## config.mk

```make
export PLATFORM = sky130hd
export DESIGN_NAME = nw_job_sched_flat
export DESIGN_NICKNAME = d
export VERILOG_FILES = /design/src/rtl/nw_job_sched_if.sv /design/src/rtl/nw_job_sched.sv /design/src/flat_wrapper.sv
export SDC_FILE = /design/constraint.sdc
export NUM_CORES = 1
export LEC_CHECK = 0
export ABC_AREA = 1
export CAP_MARGIN = 10
export CELL_PAD_IN_SITES_DETAIL_PLACEMENT = 1
export CELL_PAD_IN_SITES_GLOBAL_PLACEMENT = 1
export CORE_AREA = 2 2 142 144
export DETAILED_ROUTE_END_ITERATION = 7
export DIE_AREA = 0 0 144 146
export GPL_TIMING_DRIVEN = 0
export MAX_ROUTING_LAYER = met4
export PLACE_DENSITY_LB_ADDON = 0.2
export RECOVER_POWER = 100
export SYNTH_ARGS = -nofsm -noshare
export SYNTH_HDL_FRONTEND = slang
export SYNTH_SLANG_ARGS = --single-unit
```

## constraint.sdc

```tcl
create_clock -name clk -period 8.1 [get_ports clk]
set_input_delay 2.43 -clock clk [delete_from_list [all_inputs] [get_ports clk]]
set_output_delay 2.43 -clock clk [all_outputs]
set_load 0.02 [all_outputs]
```

## src/rtl/nw_job_sched_if.sv

```systemverilog
// nw_job_sched_if: groups the scheduler's requester, grid and response signals.
// The master modport is the scheduler; the slave modport is everything around it
// (requesters, the scoring grid and the response consumer).
// rsp_err exists only when NW_SCHED_WATCHDOG_EN is defined.
interface nw_job_sched_if #(
    parameter int NREQ   = 4,
    parameter int LENGTH = 10,
    parameter int CWIDTH = 2,
    parameter int SWIDTH = 16
);
    localparam int IDW = (NREQ > 1) ? $clog2(NREQ) : 1;
    localparam int SW  = LENGTH * CWIDTH;

    logic [NREQ-1:0]          req_valid;
    logic [NREQ-1:0]          req_ready;
    logic [NREQ*SW-1:0]       req_s1;
    logic [NREQ*SW-1:0]       req_s2;
    logic                     grid_rst;
    logic [SW-1:0]            grid_s1;
    logic [SW-1:0]            grid_s2;
    logic signed [SWIDTH-1:0] grid_score;
    logic                     grid_valid;
    logic                     rsp_valid;
    logic                     rsp_ready;
    logic [IDW-1:0]           rsp_id;
    logic signed [SWIDTH-1:0] rsp_score;
    logic                     busy;
`ifdef NW_SCHED_WATCHDOG_EN
    logic                     rsp_err;
`endif

    modport master (
        input  req_valid, req_s1, req_s2, grid_score, grid_valid, rsp_ready,
        output req_ready, grid_rst, grid_s1, grid_s2, rsp_valid, rsp_id, rsp_score, busy
`ifdef NW_SCHED_WATCHDOG_EN
        , output rsp_err
`endif
    );

    modport slave (
        output req_valid, req_s1, req_s2, grid_score, grid_valid, rsp_ready,
        input  req_ready, grid_rst, grid_s1, grid_s2, rsp_valid, rsp_id, rsp_score, busy
`ifdef NW_SCHED_WATCHDOG_EN
        , input rsp_err
`endif
    );
endinterface

```

## src/rtl/nw_job_sched.sv

```systemverilog
// nw_job_sched: round-robin scheduler sharing one Needleman-Wunsch scoring grid
// among NREQ requesters. A granted job's string pair is latched onto the grid,
// the grid is held in reset for RST_CYCLES, released, and its score is returned
// tagged with the requester index over a valid/ready response channel.
// Optional feature macro: NW_SCHED_WATCHDOG_EN (adds rsp_err and a RUN timeout
// of MAX_CYCLES cycles that returns a zero score with rsp_err=1).
module nw_job_sched #(
    parameter int NREQ       = 4,
    parameter int LENGTH     = 10,
    parameter int CWIDTH     = 2,
    parameter int SWIDTH     = 16,
    parameter int RST_CYCLES = 2,
    parameter int MAX_CYCLES = 4096
) (
    input  logic               clk,
    input  logic               reset,
    nw_job_sched_if.master     bus
);
    localparam int IDW     = (NREQ > 1) ? $clog2(NREQ) : 1;
    localparam int SW      = LENGTH * CWIDTH;
    localparam int CNT_MAX = (MAX_CYCLES > RST_CYCLES) ? MAX_CYCLES : RST_CYCLES;
    localparam int CW      = $clog2(CNT_MAX + 1);

    localparam logic [CW-1:0]  CNT_ZERO = {CW{1'b0}};
    localparam logic [CW-1:0]  CNT_ONE  = CW'(1);
    localparam logic [CW-1:0]  CNT_SAT  = {CW{1'b1}};
    localparam logic [CW-1:0]  RST_LAST = CW'(RST_CYCLES - 1);
    localparam logic [IDW-1:0] ID_ZERO  = {IDW{1'b0}};
    localparam logic [IDW-1:0] ID_ONE   = IDW'(1);
    localparam logic [IDW-1:0] ID_LAST  = IDW'(NREQ - 1);
    localparam logic [IDW:0]   NREQ_W   = (IDW+1)'(NREQ);
`ifdef NW_SCHED_WATCHDOG_EN
    localparam logic [CW-1:0]  WD_LAST  = CW'(MAX_CYCLES - 1);
`endif

    typedef enum logic [1:0] {
        IDLE = 2'd0,
        LOAD = 2'd1,
        RUN  = 2'd2,
        RESP = 2'd3
    } state_t;

    state_t                   state_r;
    logic [IDW-1:0]           rr_ptr_r;
    logic [IDW-1:0]           job_id_r;
    logic [CW-1:0]            cnt_r;
    logic [SW-1:0]            grid_s1_r;
    logic [SW-1:0]            grid_s2_r;
    logic                     grid_rst_r;
    logic                     rsp_valid_r;
    logic [IDW-1:0]           rsp_id_r;
    logic signed [SWIDTH-1:0] rsp_score_r;
    logic                     busy_r;
`ifdef NW_SCHED_WATCHDOG_EN
    logic                     rsp_err_r;
`endif

    logic [IDW:0]             sum_s;
    logic [IDW:0]             cand_s;
    logic [IDW-1:0]           grant_idx_s;
    logic                     grant_any_s;
    logic [NREQ-1:0]          req_ready_s;
    logic [IDW-1:0]           rr_next_s;

    // Round-robin search: the candidate closest to rr_ptr (with wrap) wins, so
    // the loop runs from the farthest offset down and the last hit sticks.
    always_comb begin
        grant_idx_s = ID_ZERO;
        grant_any_s = 1'b0;
        sum_s       = {(IDW+1){1'b0}};
        cand_s      = {(IDW+1){1'b0}};
        for (int k = NREQ - 1; k >= 0; k--) begin
            sum_s  = {1'b0, rr_ptr_r} + (IDW+1)'(k);
            cand_s = (sum_s >= NREQ_W) ? (sum_s - NREQ_W) : sum_s;
            if (bus.req_valid[cand_s[IDW-1:0]]) begin
                grant_idx_s = cand_s[IDW-1:0];
                grant_any_s = 1'b1;
            end else begin
                grant_idx_s = grant_idx_s;
                grant_any_s = grant_any_s;
            end
        end
    end

    // One-hot grant, offered only while idle; also the pointer that follows it.
    always_comb begin
        req_ready_s = {NREQ{1'b0}};
        rr_next_s   = (grant_idx_s == ID_LAST) ? ID_ZERO : (grant_idx_s + ID_ONE);
        if ((state_r == IDLE) && grant_any_s) begin
            req_ready_s = {{(NREQ-1){1'b0}}, 1'b1} << grant_idx_s;
        end else begin
            req_ready_s = {NREQ{1'b0}};
        end
    end

    // Job FSM: accept, hold grid in reset, run the grid, then hold the response.
    always_ff @(posedge clk) begin
        if (!reset) begin
            state_r     <= IDLE;
            rr_ptr_r    <= ID_ZERO;
            job_id_r    <= ID_ZERO;
            cnt_r       <= CNT_ZERO;
            grid_s1_r   <= {SW{1'b0}};
            grid_s2_r   <= {SW{1'b0}};
            grid_rst_r  <= 1'b1;
            rsp_valid_r <= 1'b0;
            rsp_id_r    <= ID_ZERO;
            rsp_score_r <= {SWIDTH{1'b0}};
            busy_r      <= 1'b0;
`ifdef NW_SCHED_WATCHDOG_EN
            rsp_err_r   <= 1'b0;
`endif
        end else begin
            case (state_r)
                IDLE: begin
                    if (grant_any_s) begin
                        grid_s1_r <= bus.req_s1[grant_idx_s*SW +: SW];
                        grid_s2_r <= bus.req_s2[grant_idx_s*SW +: SW];
                        job_id_r  <= grant_idx_s;
                        rr_ptr_r  <= rr_next_s;
                        cnt_r     <= CNT_ZERO;
                        busy_r    <= 1'b1;
                        state_r   <= LOAD;
                    end else begin
                        state_r   <= IDLE;
                    end
                end
                LOAD: begin
                    if (cnt_r == RST_LAST) begin
                        cnt_r      <= CNT_ZERO;
                        grid_rst_r <= 1'b0;
                        state_r    <= RUN;
                    end else begin
                        cnt_r      <= cnt_r + CNT_ONE;
                    end
                end
                RUN: begin
                    if (bus.grid_valid) begin
                        rsp_score_r <= bus.grid_score;
                        rsp_id_r    <= job_id_r;
                        rsp_valid_r <= 1'b1;
`ifdef NW_SCHED_WATCHDOG_EN
                        rsp_err_r   <= 1'b0;
`endif
                        state_r     <= RESP;
                    end
`ifdef NW_SCHED_WATCHDOG_EN
                    else if (cnt_r == WD_LAST) begin
                        rsp_score_r <= {SWIDTH{1'b0}};
                        rsp_id_r    <= job_id_r;
                        rsp_valid_r <= 1'b1;
                        rsp_err_r   <= 1'b1;
                        state_r     <= RESP;
                    end
`endif
                    else begin
                        cnt_r <= (cnt_r == CNT_SAT) ? cnt_r : (cnt_r + CNT_ONE);
                    end
                end
                RESP: begin
                    // Grid stays out of reset so its result is not disturbed
                    // while the consumer stalls.
                    if (bus.rsp_ready) begin
                        rsp_valid_r <= 1'b0;
                        grid_rst_r  <= 1'b1;
                        busy_r      <= 1'b0;
                        state_r     <= IDLE;
                    end else begin
                        state_r     <= RESP;
                    end
                end
                default: begin
                    rsp_valid_r <= 1'b0;
                    grid_rst_r  <= 1'b1;
                    busy_r      <= 1'b0;
                    state_r     <= IDLE;
                end
            endcase
        end
    end

    assign bus.req_ready = req_ready_s;
    assign bus.grid_rst  = grid_rst_r;
    assign bus.grid_s1   = grid_s1_r;
    assign bus.grid_s2   = grid_s2_r;
    assign bus.rsp_valid = rsp_valid_r;
    assign bus.rsp_id    = rsp_id_r;
    assign bus.rsp_score = rsp_score_r;
    assign bus.busy      = busy_r;
`ifdef NW_SCHED_WATCHDOG_EN
    assign bus.rsp_err   = rsp_err_r;
`endif

endmodule

```

## src/flat_wrapper.sv

```systemverilog
// flat-port wrapper written by rule: the top's interface ports become plain ports
module nw_job_sched_flat 
#(
    parameter int NREQ       = 4,
    parameter int LENGTH     = 10,
    parameter int CWIDTH     = 2,
    parameter int SWIDTH     = 16,
    parameter int RST_CYCLES = 2,
    parameter int MAX_CYCLES = 4096
)
  (clk, reset, bus_req_valid, bus_req_s1, bus_req_s2, bus_grid_score, bus_grid_valid, bus_rsp_ready, bus_req_ready, bus_grid_rst, bus_grid_s1, bus_grid_s2, bus_rsp_valid, bus_rsp_id, bus_rsp_score, bus_busy);
  nw_job_sched_if #(.NREQ(NREQ), .LENGTH(LENGTH), .CWIDTH(CWIDTH), .SWIDTH(SWIDTH)) bus_i ();
  input  logic clk;
  input  logic reset;
  input wire logic [$bits(bus_i.req_valid)-1:0] bus_req_valid;
  input wire logic [$bits(bus_i.req_s1)-1:0] bus_req_s1;
  input wire logic [$bits(bus_i.req_s2)-1:0] bus_req_s2;
  input wire logic [$bits(bus_i.grid_score)-1:0] bus_grid_score;
  input wire logic [$bits(bus_i.grid_valid)-1:0] bus_grid_valid;
  input wire logic [$bits(bus_i.rsp_ready)-1:0] bus_rsp_ready;
  output wire logic [$bits(bus_i.req_ready)-1:0] bus_req_ready;
  output wire logic [$bits(bus_i.grid_rst)-1:0] bus_grid_rst;
  output wire logic [$bits(bus_i.grid_s1)-1:0] bus_grid_s1;
  output wire logic [$bits(bus_i.grid_s2)-1:0] bus_grid_s2;
  output wire logic [$bits(bus_i.rsp_valid)-1:0] bus_rsp_valid;
  output wire logic [$bits(bus_i.rsp_id)-1:0] bus_rsp_id;
  output wire logic [$bits(bus_i.rsp_score)-1:0] bus_rsp_score;
  output wire logic [$bits(bus_i.busy)-1:0] bus_busy;
  assign bus_i.req_valid = bus_req_valid;
  assign bus_i.req_s1 = bus_req_s1;
  assign bus_i.req_s2 = bus_req_s2;
  assign bus_i.grid_score = bus_grid_score;
  assign bus_i.grid_valid = bus_grid_valid;
  assign bus_i.rsp_ready = bus_rsp_ready;
  assign bus_req_ready = bus_i.req_ready;
  assign bus_grid_rst = bus_i.grid_rst;
  assign bus_grid_s1 = bus_i.grid_s1;
  assign bus_grid_s2 = bus_i.grid_s2;
  assign bus_rsp_valid = bus_i.rsp_valid;
  assign bus_rsp_id = bus_i.rsp_id;
  assign bus_rsp_score = bus_i.rsp_score;
  assign bus_busy = bus_i.busy;
  nw_job_sched #(.NREQ(NREQ), .LENGTH(LENGTH), .CWIDTH(CWIDTH), .SWIDTH(SWIDTH), .RST_CYCLES(RST_CYCLES), .MAX_CYCLES(MAX_CYCLES)) u_core (.clk(clk), .reset(reset), .bus(bus_i));
endmodule
```

* Yosys cells after proc, flatten, opt, wreduce, memory -nomap -nowiden
Cells that the tools add are included.
** Cells by class
- Reduce and logical (&&, ||, !) cells :: 13
- Multiplexer cells :: 40
- Shift-type cells :: 3
- Add/sub/neg operators :: 9
- $mul :: 1
- Equal/unequal tests :: 12
- Magnitude comparators :: 8
** Operator list (count)
- $shiftx 80x8->20 :: 2
- $mux 13 :: 4
- $pmux 13 s3 :: 1
- $mux 2 :: 12
- $mux 1 :: 14
- $add 13x1->13 const B :: 1
- $eq 13x1->1 const B :: 1
- $eq 13x13->1 const B :: 1
- $lt 2x3->1 const B :: 4
- $ge 3x3->1 const B :: 3
- $reduce_and 3->1 :: 3
- $bmux 1 s2 :: 4
- $ne 2x2->1 const B :: 4
- $pmux 2 s4 :: 1
- $sub 2x1->2 const B :: 4
- $add 2x2->3 const B :: 2
- $eq 2x2->1 const B :: 3
- $pmux 1 s2 :: 3
- $reduce_and 2->1 :: 3
- $reduce_bool 2->1 :: 3
- $mul 2x3->5 const B :: 1
- $mux 4 :: 1
- $ne 2x1->1 const B :: 2
- $reduce_and 4->1 :: 1
- other kinds (8) :: 8
** Word-level totals
- Bits in registers :: 80
- Logic and storage cells :: 97
- Bits of input ports :: 184
- Output and inout bits :: 65

* Longest topological paths before layout
- Depth in word-level cells :: 11
- Gate-level depth with buffers :: 15
- Gate-level depth less buffers :: 13

* Worst setup path before layout
Ideal clock, no wire load.
- Path type :: input-to-output
- Start point :: input port bus_req_valid[3]
- End point :: output port bus_req_ready[0]
- Stages on the path :: 13
- Buffers on the path :: 2
- Slack :: 1.823 ns
- Arrival :: 3.847 ns
- Cells stage by stage :: inv_1 o21ai_1 nand2_1 nand3_2 nand2_1 nand2_2 nand2_1 buf_6 buf_6 inv_1 ha_1 inv_1 nor2_1
** Between the ends
- Word-level cells in the longest chain between the ends :: 8
- Elaborated cells between the ends (all ways) :: 19
- Those cells by class :: 1 x shift; 17 x mux; 1 x reduce/logical
** Ends and longest elaborated chain
- start: declaration :: line flat_wrapper.sv:15 : input wire logic [$bits(bus_i.req_valid)-1:0] bus_req_valid;
- $bmux 1 s2 :: line nw_job_sched.sv:75 : if (bus.req_valid[cand_s[IDW-1:0]]) begin
- $mux 1 (implied by the code) :: line nw_job_sched.sv:75
- $mux 2 (3 in series) :: line nw_job_sched.sv:75
- $mux 2 (*) :: line nw_job_sched.sv:75
- net u_core.grant_idx_s[0] :: line nw_job_sched.sv:60 : logic [IDW-1:0] grant_idx_s;
- $shl 1x2->4 (*) :: line nw_job_sched.sv:90 : req_ready_s = {{(NREQ-1){1'b0}}, 1'b1} << grant_idx_s;
- $mux 4 (*) :: line nw_job_sched.sv:89 : if ((state_r == IDLE) && grant_any_s) begin
- end: declaration :: line flat_wrapper.sv:21 : output wire logic [$bits(bus_i.req_ready)-1:0] bus_req_ready;
The timed path passes the listed nets; every way through them passes the cells marked *. The select of a mux whose other input is x is not followed.

* Worst setup path in the final report
Ends and elaborated chain as after synthesis.

==> impl_metrics.env <==
export IMPL_outcome="finished, final reports clean"
export IMPL_final_layout_size_suffix_gt1_share_pct=3.658
export IMPL_fin_worst_skew_ps=6.785
export IMPL_start_util_pct=29.72
export IMPL_setup_viol=0
export IMPL_fill_cells=2637
export IMPL_cpMaxStageDelayCell="dlygate4sd3_1"
export IMPL_clkTransAtPathRegs_ps=60
export IMPL_yosysTopAreaCellShare_pct=27.87
export IMPL_path_delay_family="buffers and inverters"
export IMPL_worstHoldPathType="flop to flop"
export IMPL_cts_max_level=3
export IMPL_worstPathBufferInverterCount=8
export IMPL_rrSetupSlack_ps=5200
export IMPL_synth_distinct_cells=22
export IMPL_period_share_pct=95.23
export IMPL_ant_nets=0
export IMPL_gp_congestion=0.8645
export IMPL_cts_buffers=9
export IMPL_post_cts_buffers=0
export IMPL_die_w_microns=144
export IMPL_tns_ps=0
export IMPL_finalNetCount=1475
export IMPL_vias=7004
export IMPL_drt_wl_total_microns=24740
export IMPL_most_common_layout_cells="inv_1 (239), nand3_1 (218), nand2_1 (195), clkdlybuf4s50_1 (180), nor2_1 (150)"
export IMPL_grt_overflow=0
export IMPL_drt_iter0_markers=200
export IMPL_grt_pass1_vias=7118
export IMPL_grt_max_degree=15
export IMPL_antenna_found_initial=4
export IMPL_cts_hold_buf=0
export IMPL_worst_hold_slack_ps=477.8
export IMPL_worstPathArrival_ps=5280
export IMPL_setup_worst_path_start_class="primary input"
export IMPL_worst_pin_slew_ps=672.0
export IMPL_timing_fmax_mhz=129.6
export IMPL_syn2layout_area_growth_pct=53.81
export IMPL_ioPinCount=249
export IMPL_critical_path_required_ps=5670
export IMPL_powerDensity_mw_per_mm2=350.4
export IMPL_dp_hpwl_microns=19600
export IMPL_first_pass_iters=4
export IMPL_synthesis_area_sq_mm=0.005746
export IMPL_die_area_sq_mm=0.02102
export IMPL_routedWlPerCell_microns=15.92
export IMPL_p_leak_uw=0.004671
export IMPL_grt_pass1_wl_microns=38310
export IMPL_cts_tree="yes"
export IMPL_worstSkewPairLatency_ps=350
export IMPL_period_needed_ps=7714
export IMPL_synth_seq_cells=80
export IMPL_track_usage_pct=24.18
export IMPL_drc=0
export IMPL_yosys_area_top_type="dfxtp_1"
export IMPL_synth_area_per_cell_sq_um=5.627
export IMPL_drv_slew=0
export IMPL_power_total_uw=3096
export IMPL_synthTopCellsByArea="dfxtp_1 (28%), nand3_1 (19%), inv_1 (15%)"
export IMPL_cts_sinks=80
export IMPL_num_rows=51
export IMPL_final_common_cell="inv_1"
export IMPL_io_buffers=248
export IMPL_slew_headroom_pct=55.20
export IMPL_critPathKind="primary input to output port"
export IMPL_slowest_delay_ps=670
export IMPL_post_cts_resized=0
export IMPL_yosysWarnings=0
export IMPL_seq_area_sq_mm=0.001602
export IMPL_rsz0062_at_grt="no"
export IMPL_root_buffer="clkbuf_16"
export IMPL_cts_path_max_buffers=2
export IMPL_worst_path_max_fanout=11
export IMPL_path_cells="dlygate4sd3_1 -> inv_1 -> nand2_1 -> nand3_1 -> nand2_1 -> inv_2 -> nand3_2 -> nand2_1 -> buf_6 -> buf_6 -> inv_1 -> ha_1 -> inv_1 -> nor2_1 -> dlygate4sd3_1"
export IMPL_cap_violations=0
export IMPL_yosysSeqAreaShare_pct=27.87
export IMPL_syn_nets=1216
export IMPL_finalHoldViolCount=0
export IMPL_die_h_microns=146
export IMPL_vias_per_cell=4.507
export IMPL_ir_worst_vdd_v=0.0001925
export IMPL_worstSetupEndpointType="output port"
export IMPL_syn_inst=1021
export IMPL_multi_input_area_sq_mm=0.002910
export IMPL_coreArea_sq_mm=0.01933
path summary, 6_finish.rpt:
check,endpoint,start,cells after the start
max,bus_req_ready[0],bus_req_valid[3],15
min,u_core.bus.rsp_score[8],u_core.bus.rsp_score[8],2
max reg2reg,u_core.cnt_r[4],u_core.state_r[0],10
min reg2reg,u_core.bus.rsp_score[8],u_core.bus.rsp_score[8],2
state kept, by name, summed over array words and instances (netlist names):
signal	flops
u_core.rr_ptr_r	2
u_core.bus.rsp_valid	1
u_core.bus.grid_s2	20
u_core.state_r	2
u_core.bus.grid_s1	20
u_core.bus.rsp_id	2
u_core.bus.busy	1
u_core.bus.rsp_score	16
u_core.bus.grid_rst	1
u_core.job_id_r	2
u_core.cnt_r	13
routing by layer:
layer	vias up	wire length, microns	track usage [%]
li1	3600	-	-
met1	3221	10600	28.17
met2	157	12310	42.05
met3	26	1352	4.475
met4	0	480	7.010
met5	-	0	-
power breakdown:
group | internal (uW) | total (uW) | switching (uW) | leakage [uW]
registers | 516 | 582 | 66.4 | 0.000658
clock network | 226 | 406 | 180 | 0.000138
logic | 764 | 2110 | 1340 | 0.00388
logic make-up after synthesis:
logic type	Yosys count	share of synthesized area, %
buf+inv	296	21.25
flops	80	27.87
compound gates	61	5.401
simple gates	569	42.47
xor+xnor	4	0.6097
fa+ha+maj	11	2.395
worst register-to-register path: stages, from the launching register on:
cell and delay (ps):
dfxtp_1 390, inv_1 110, ha_1 310, nand2_1 300, clkinv_1 350, nor2_1 230
nand3_1 250, inv_1 140, clkbuf_1 430, nand3_1 150, a21oi_1 160
through the flow:
stage	utilization, %	std cells	setup slack [ps]	cell area (sq um)
floorplan	-	1021	1823	5746
global placement	44.27	1534	553.4	8559
detailed placement	44.27	1534	561.5	8559
CTS	45.79	1550	549.7	8853
global route	45.71	1554	168.9	8837
finish	45.71	1554	386.4	8837
Yosys cell counts (all sizes together):
cell    number
inv        241
nand3      219
nand2      196
nor2       150
dfxtp       80
o21ai       38
buf         36
a21oi       21
clkbuf      18
ha          11
xor2         4
nand4        3
o211ai       2
clkinv       1
or2          1
area by class of cell:
class,instances,area share (%)
timing repair buffer,248,28.09
clock inverter,5,0.4672
antenna,4,0.1133
sequential,80,18.12
buffer,54,3.384
tap,265,3.752
clock buffer,11,2.860
inverter,242,10.28
multi-input combinational,645,32.93
(Power assumes the default switching activity.)
